--- config.mk ---
export PLATFORM = sky130hd
export DESIGN_NAME = program_loader_flat
export DESIGN_NICKNAME = d
export VERILOG_FILES = /design/src/rtl/program_loader_if.sv /design/src/rtl/program_loader.sv /design/src/flat_wrapper.sv
export SDC_FILE = /design/constraint.sdc
export NUM_CORES = 1
export LEC_CHECK = 0
export CORE_ASPECT_RATIO = 1.4
export CORE_MARGIN = 2
export CORE_UTILIZATION = 30
export DETAILED_ROUTE_END_ITERATION = 10
export HOLD_SLACK_MARGIN = 0.12
export PLACE_DENSITY_LB_ADDON = 0.2
export SYNTH_ARGS = -nofsm -noshare
export SYNTH_HDL_FRONTEND = slang
export SYNTH_SLANG_ARGS = --single-unit
--- constraint.sdc ---
create_clock -name clock -period 5.3 [get_ports clock]
set_clock_uncertainty 0.2 [all_clocks]
set_input_delay 1.325 -clock clock [delete_from_list [all_inputs] [get_ports clock]]
set_output_delay 1.325 -clock clock [all_outputs]
set_load 0.02 [all_outputs]
--- src/rtl/program_loader_if.sv ---
// Host byte channel between the program loader and its UART/JTAG bridge.
// The loader is the slave: it sinks rx bytes and sources tx bytes.
interface program_loader_if;
    logic [7:0] rx_data;
    logic       rx_valid;
    logic       rx_ready;
    logic [7:0] tx_data;
    logic       tx_valid;
    logic       tx_ready;

    modport master (
        output rx_data, rx_valid, tx_ready,
        input  rx_ready, tx_data, tx_valid
    );
    modport slave (
        input  rx_data, rx_valid, tx_ready,
        output rx_ready, tx_data, tx_valid
    );
endinterface

--- src/rtl/program_loader.sv ---
// Framed byte-command parser that loads instruction/data RAMs, starts/stops the
// cores and reads data-RAM words back to the host.
module program_loader #(
    parameter int unsigned ADDR_W = 9,
    parameter int unsigned DATA_W = 16,
    parameter int unsigned RD_LAT = 3
) (
    input  logic              clock,
    input  logic              reset_n,
    program_loader_if.slave   host,
    output logic [ADDR_W-1:0] addr_ext,
    output logic [DATA_W-1:0] Data_in_ins,
    output logic [DATA_W-1:0] Data_in_dram,
    output logic              iram_write_ext_1,
    output logic              iram_write_ext_2,
    output logic              dram_write_ext,
    output logic              start_2,
    output logic              start_3,
    output logic              start_4,
    output logic              read_en_ext,
    output logic              start,
    input  logic [DATA_W-1:0] dram_in_1,
    output logic              busy,
    output logic              err
);
    typedef enum logic [4:0] {
        StIdle, StCntH, StCntL, StAdrH, StAdrL, StDatH, StDatL, StWr, StClr,
        StRun, StRaH, StRaL, StRdReq, StRdWait, StTxH, StTxL, StRdClr
    } state_e;

    state_e            state_q, state_d;
    logic [2:0]        cmd_q, cmd_d;
    logic [7:0]        hi_q, hi_d;
    logic [ADDR_W-1:0] cnt_q, cnt_d, addr_q, addr_d;
    logic [DATA_W-1:0] word_q, word_d, rd_q, rd_d;
    logic [3:0]        wait_q, wait_d;
    logic              err_d, accept;
    logic [15:0]       field;

    logic              rx_ready_q, tx_valid_q, busy_q, err_q, start_q;
    logic              start_2_q, start_3_q, start_4_q, read_en_q;
    logic              iram1_q, iram2_q, dram_we_q;
    logic [7:0]        tx_data_q;
    logic [ADDR_W-1:0] addr_ext_q;
    logic [DATA_W-1:0] data_q;

    assign accept = host.rx_valid && rx_ready_q;
    assign field  = {hi_q, host.rx_data};

    always_comb begin
        state_d = state_q;
        cmd_d   = cmd_q;
        hi_d    = hi_q;
        cnt_d   = cnt_q;
        addr_d  = addr_q;
        word_d  = word_q;
        rd_d    = rd_q;
        wait_d  = wait_q;
        err_d   = 1'b0;
        unique case (state_q)
            StIdle: if (accept) begin
                case (host.rx_data)
                    8'h01, 8'h02, 8'h03, 8'h04: begin
                        cmd_d   = host.rx_data[2:0];
                        state_d = StCntH;
                    end
                    8'h05:   state_d = StRun;
                    8'h07:   state_d = StRaH;
                    default: err_d = 1'b1;
                endcase
            end
            StCntH: if (accept) begin hi_d = host.rx_data; state_d = StCntL; end
            StCntL: if (accept) begin cnt_d = field[ADDR_W-1:0]; state_d = StAdrH; end
            StAdrH: if (accept) begin hi_d = host.rx_data; state_d = StAdrL; end
            StAdrL: if (accept) begin
                addr_d  = field[ADDR_W-1:0];
                state_d = (cnt_q == '0) ? StIdle : StDatH;
            end
            StDatH: if (accept) begin hi_d = host.rx_data; state_d = StDatL; end
            StDatL: if (accept) begin word_d = field[DATA_W-1:0]; state_d = StWr; end
            StWr:   state_d = StClr;
            StClr: begin
                addr_d  = addr_q + ADDR_W'(1);
                cnt_d   = cnt_q - ADDR_W'(1);
                state_d = (cnt_q == ADDR_W'(1)) ? StIdle : StDatH;
            end
            StRun: if (accept) begin
                if (host.rx_data == 8'h06) state_d = StIdle;
                else                       err_d   = 1'b1;
            end
            StRaH: if (accept) begin hi_d = host.rx_data; state_d = StRaL; end
            StRaL: if (accept) begin addr_d = field[ADDR_W-1:0]; state_d = StRdReq; end
            StRdReq: begin wait_d = '0; state_d = StRdWait; end
            StRdWait: begin
                if (wait_q == 4'(RD_LAT - 1)) begin
                    rd_d    = dram_in_1;
                    state_d = StTxH;
                end else begin
                    wait_d = wait_q + 4'd1;
                end
            end
            StTxH:   if (host.tx_ready) state_d = StTxL;
            StTxL:   if (host.tx_ready) state_d = StRdClr;
            StRdClr: state_d = StIdle;
            default: state_d = StIdle;
        endcase
    end

    // Outputs are registered from the next state; cmd bits double as write selects
    // (bit0 core 1, bit1 core 2, bit2 data RAM).
    always_ff @(posedge clock or negedge reset_n) begin
        if (!reset_n) begin
            state_q    <= StIdle;
            cmd_q      <= '0;
            hi_q       <= '0;
            cnt_q      <= '0;
            addr_q     <= '0;
            word_q     <= '0;
            rd_q       <= '0;
            wait_q     <= '0;
            err_q      <= 1'b0;
            rx_ready_q <= 1'b1;
            tx_valid_q <= 1'b0;
            tx_data_q  <= '0;
            busy_q     <= 1'b0;
            start_q    <= 1'b0;
            start_2_q  <= 1'b0;
            start_3_q  <= 1'b0;
            start_4_q  <= 1'b0;
            read_en_q  <= 1'b0;
            iram1_q    <= 1'b0;
            iram2_q    <= 1'b0;
            dram_we_q  <= 1'b0;
            addr_ext_q <= '0;
            data_q     <= '0;
        end else begin
            state_q    <= state_d;
            cmd_q      <= cmd_d;
            hi_q       <= hi_d;
            cnt_q      <= cnt_d;
            addr_q     <= addr_d;
            word_q     <= word_d;
            rd_q       <= rd_d;
            wait_q     <= wait_d;
            err_q      <= err_d;
            rx_ready_q <= state_d inside {StIdle, StRun, StCntH, StCntL, StAdrH, StAdrL,
                                          StDatH, StDatL, StRaH, StRaL};
            tx_valid_q <= state_d inside {StTxH, StTxL};
            busy_q     <= !(state_d inside {StIdle, StRun});
            start_q    <= (state_d == StRun);
            start_2_q  <= (state_d inside {StWr, StClr}) && !cmd_d[2];
            start_3_q  <= (state_d inside {StWr, StClr}) && cmd_d[2];
            start_4_q  <= state_d inside {StRdReq, StRdWait, StTxH, StTxL, StRdClr};
            read_en_q  <= state_d inside {StRdReq, StRdWait, StTxH, StTxL};
            iram1_q    <= (state_d == StWr) && cmd_d[0];
            iram2_q    <= (state_d == StWr) && cmd_d[1];
            dram_we_q  <= (state_d == StWr) && cmd_d[2];
            if (state_d == StWr || state_d == StRdReq) addr_ext_q <= addr_d;
            if (state_d == StWr) data_q <= word_d;
            if (state_d == StTxH && state_q != StTxH) tx_data_q <= rd_d[DATA_W-1 -: 8];
            else if (state_d == StTxL && state_q == StTxH) tx_data_q <= rd_q[7:0];
        end
    end

    assign host.rx_ready    = rx_ready_q;
    assign host.tx_valid    = tx_valid_q;
    assign host.tx_data     = tx_data_q;
    assign addr_ext         = addr_ext_q;
    assign Data_in_ins      = data_q;
    assign Data_in_dram     = data_q;
    assign iram_write_ext_1 = iram1_q;
    assign iram_write_ext_2 = iram2_q;
    assign dram_write_ext   = dram_we_q;
    assign start_2          = start_2_q;
    assign start_3          = start_3_q;
    assign start_4          = start_4_q;
    assign read_en_ext      = read_en_q;
    assign start            = start_q;
    assign busy             = busy_q;
    assign err              = err_q;
endmodule
--- src/flat_wrapper.sv ---
// flat-port wrapper written by rule: the top's interface ports become plain ports
module program_loader_flat 
#(
    parameter int unsigned ADDR_W = 9,
    parameter int unsigned DATA_W = 16,
    parameter int unsigned RD_LAT = 3
)
  (clock, reset_n, addr_ext, Data_in_ins, Data_in_dram, iram_write_ext_1, iram_write_ext_2, dram_write_ext, start_2, start_3, start_4, read_en_ext, start, dram_in_1, busy, err, host_rx_data, host_rx_valid, host_tx_ready, host_rx_ready, host_tx_data, host_tx_valid);
  program_loader_if host_i ();
  input  logic clock;
  input  logic reset_n;
  output logic [ADDR_W-1:0] addr_ext;
  output logic [DATA_W-1:0] Data_in_ins;
  output logic [DATA_W-1:0] Data_in_dram;
  output logic iram_write_ext_1;
  output logic iram_write_ext_2;
  output logic dram_write_ext;
  output logic start_2;
  output logic start_3;
  output logic start_4;
  output logic read_en_ext;
  output logic start;
  input  logic [DATA_W-1:0] dram_in_1;
  output logic busy;
  output logic err;
  input wire logic [$bits(host_i.rx_data)-1:0] host_rx_data;
  input wire logic [$bits(host_i.rx_valid)-1:0] host_rx_valid;
  input wire logic [$bits(host_i.tx_ready)-1:0] host_tx_ready;
  output wire logic [$bits(host_i.rx_ready)-1:0] host_rx_ready;
  output wire logic [$bits(host_i.tx_data)-1:0] host_tx_data;
  output wire logic [$bits(host_i.tx_valid)-1:0] host_tx_valid;
  assign host_i.rx_data = host_rx_data;
  assign host_i.rx_valid = host_rx_valid;
  assign host_i.tx_ready = host_tx_ready;
  assign host_rx_ready = host_i.rx_ready;
  assign host_tx_data = host_i.tx_data;
  assign host_tx_valid = host_i.tx_valid;
  program_loader #(.ADDR_W(ADDR_W), .DATA_W(DATA_W), .RD_LAT(RD_LAT)) u_core (.clock(clock), .reset_n(reset_n), .host(host_i), .addr_ext(addr_ext), .Data_in_ins(Data_in_ins), .Data_in_dram(Data_in_dram), .iram_write_ext_1(iram_write_ext_1), .iram_write_ext_2(iram_write_ext_2), .dram_write_ext(dram_write_ext), .start_2(start_2), .start_3(start_3), .start_4(start_4), .read_en_ext(read_en_ext), .start(start), .dram_in_1(dram_in_1), .busy(busy), .err(err));
endmodule
==> metrics.md <==
| Metric | Value |
|---|---|
| Status | completed |
| Worst VDD drop | 200 uV |
| DP HPWL | 8.52 mm |
| Via density | 5.02 |
| Critical path startpoint category | input pin |
| Seq/Total Area, Yosys | 0.504 |
| Syn Inst Count | 471 |
| Die area | 16,100 sq um |
| Post-cts gate resize count | 0 |
| Clock Root Buffer | clkbuf_16 |
| Yosys top cell by area | dfrtp_1 |
| Setup TNS Final | 0 ns |
| Fmax | 0.275 GHz |
| CTS tree | built |
| Die Ht | 149 microns |
| Crit path depth | 7 |
| Commonest cells post-synth | dfrtp_1 (90), nand2_1 (84), nor2_1 (43) |
| Synth-to-Final Area Change | 26.9% |
| I/O Pins | 89 |
| Fin crit period | 3.63 ns |
| Routability Congestion | 0.851 |
| CP top delay family | simple AND/OR/NAND/NOR gates |
| Layout cells sized above 1 | 0.102 |
| Pleak | 0.00252 uW |
| Std-Cell Rows | 53 |
| Setup bufs post-CTS | 0 |
| First-pass GRT wire length | 18.8 mm |
| Worst Hold Depth | 2 |
| CP cell instances | clkdlybuf4s50_1 > or4_1 > nor4b_1 > a21oi_1 > a21oi_1 > a21bo_2 > a21o_1 |
| Top cell by count, worst path | a21oi_1 |
| I/O Buffers | 88 |
| CP max stage delay | 0.67 ns |
| Grt met3 use | 0.0336 |
| WP data arrival | 3.67 ns |
| Critical path buffer and inverter count | 1 |
| DIE WIDTH | 108 microns |
| Cell Area, Synth | 4520 sq um |
| CTS max path bufs | 2 |
| Syn_area_per_cell | 9.60 sq um |
| Flops & latches, synth | 91 |
| Area share of the largest cell type after synthesis | 0.498 |
| Max_slew headroom | 0.451 |
| Final Max Tran Viols | 0 |
| Remaining DRCs | 0 |
| Routed WL per cell | 16.1 microns |
| GRT Util Overall | 0.151 |
| Initial Utilization | 0.304 |
| Clock transition at the registers of the reported paths | 0.07 ns |
| Unrepaired setup endpoints after global routing | false |
| Asr flop ratio synth | 1.00 |
| CTS sink cnt | 91 |
| Crit end category | flip-flop |
| Nets@finish | 568 |
| Post-Syn Nets | 505 |
| Antenna Diode Count | 0 |
| Top-count cell post-synth | dfrtp_1 |
| Power density over cell area | 555 nW/um^2 |
| Setup CP Type | input pin to flip-flop |
| Synth cell types | 58 |
| Number of vias in the routed layout | 3,668 |
| Synth Flop Type | dfrtp_1 |
| Finish-stage setup viols | 0 |
| Vias in the first global route | 3,561 |
| Most used routing layer | met2 |
| Cts hold-fix bufs | 0 |
| Yosys Warn Count | 0 |
| Area contributors post-synth | dfrtp_1 (50%), nand2_1 (7.0%), mux2_2 (5.0%) |
| Period utilisation layout | 0.685 |
| Met1 Use GR | 0.179 |
| WL final | 11.8 mm |
| Worst Hold Class | flip-flop to flip-flop |
| Fin. Hold Viols | 0 |
| Routed Antenna Nets | 0 |
| Min Hold Slack | 0.272 ns |
| Largest net degree at the start of global routing | 64 |
| Max cap viols | 0 |
| Initial antenna violation count | 0 |
| Core area | 14,900 sq um |
| Reg2reg path depth | 6 |
| Worst-margin pin slew | 0.824 ns |
| CTS HTree Levels | 3 |
| Detailed Routing Iterations Pass 1 | 4 |
| Number of synthesized flops with an enable pin | 0 |
| CP Max Fanout | 5 |
| Clk_lat worst skew | 0.35 ns |
| Total CTS buffers | 9 |
| DRT iter0 DRCs | 179 |
| Overflow after GRT | 0 |
| Met2 usage | 0.262 |
| Fillers | 1,511 |
| CP required | 5.34 ns |
| Slowest stage cell, crit path | or4_1 |
-- kinds of logic after synthesis --
logic type | Yosys count | synth area share
AOI/OAI and AO/OA | 83 | 0.119
xor gates and xnor gates | 3 | 0.00581
adders and majority gates | 6 | 0.0166
buffers and inverters | 49 | 0.0564
DFF | 91 | 0.504
muxes | 29 | 0.0697
and+or+nand+nor | 210 | 0.229
-- worst min-delay path: stages (launching register included) --
cell	delay (ns)
dfrtp_1	0.35
nand2_1	0.05
nand2_1	0.05
-- placed cells by master (no fill, tap or decap), types with 3 or more instances in the layout --
cell | Yosys | routed
clkbuf_16 | 0 | 9
nand3b_1 | 4 | 4
mux2i_1 | 9 | 9
nor3_1 | 8 | 8
o311ai_0 | 3 | 3
nor2b_1 | 4 | 4
a221o_1 | 3 | 3
buf_4 | 16 | 6
o21ai_0 | 22 | 22
ha_1 | 6 | 6
nand3_1 | 13 | 13
mux2_2 | 20 | 20
nor2_1 | 43 | 43
and3_1 | 10 | 10
nor4_1 | 5 | 4
nor3b_1 | 3 | 3
or3_1 | 4 | 4
inv_1 | 8 | 8
a311oi_1 | 3 | 3
a21oi_1 | 24 | 24
dfrtp_1 | 90 | 90
nand2_1 | 84 | 84
a31oi_1 | 8 | 8
clkdlybuf4s50_1 | 0 | 87
nand2b_1 | 5 | 5
and2_1 | 7 | 7
nand4_1 | 6 | 6
o211ai_1 | 3 | 3
-- area by class of cell --
| class | instances | area (sq um) | area share |
|---|---|---|---|
| sequential | 91 | 2280 | 0.397 |
| multi-input combinational | 331 | 2000 | 0.348 |
| timing repair buffer | 93 | 916 | 0.160 |
| tap | 192 | 240 | 0.0419 |
| clock buffer | 10 | 229 | 0.0399 |
| clock inverter | 6 | 48.8 | 0.00850 |
| inverter | 8 | 30.0 | 0.00523 |
-- worst paths after layout --
path	end	slack (ns)	from
max	u_core.busy	1.67	host_rx_data[4]
min	u_core.Data_in_dram[11]	0.27	u_core.hi_q[3]
max reg2reg	u_core.busy	2.27	u_core.state_q[0]
min reg2reg	u_core.Data_in_dram[11]	0.27	u_core.hi_q[3]
max in group asynchronous	u_core.host.tx_data[1]	3.11	reset_n
min in group asynchronous	u_core.wait_q[2]	0.87	reset_n
-- power by group --
| group | switching [uW] | internal (uW) | total [uW] |
|---|---|---|---|
| clock | 286 | 324 | 610 |
| combinational | 725 | 641 | 1370 |
| sequential | 259 | 951 | 1210 |
-- per-stage QoR --
stage	power [uW]	instances	cell area [sq um]	utilization	setup slack (ns)
global route	3410	731	5740	0.386	1.59
global placement	2580	715	5460	0.368	1.42
finish	3190	731	5740	0.386	1.67
detailed placement	2600	715	5460	0.368	1.34
floorplan	2060	471	4520	-	2.08
CTS	3230	731	5740	0.386	1.70
-- sequential cells by signal (all words and copies together), names as in the netlist, 3 cells and up --
| register | count |
|---|---|
| u_core.addr_q | 9 |
| u_core.host.tx_data | 8 |
| u_core.addr_ext | 9 |
| u_core.state_q | 5 |
| u_core.cnt_q | 9 |
| u_core.hi_q | 8 |
| u_core.rd_q | 8 |
| u_core.wait_q | 4 |
| u_core.cmd_q | 3 |
| u_core.Data_in_dram | 16 |
-- routing by layer --
| metal | routed length [microns] | share of wire |
|---|---|---|
| met2 | 6230 | 0.53 |
| met5 | 0 | 0 |
| met1 | 4740 | 0.40 |
| met4 | 273 | 0.023 |
| met3 | 527 | 0.045 |
(Power assumes the default switching activity.)
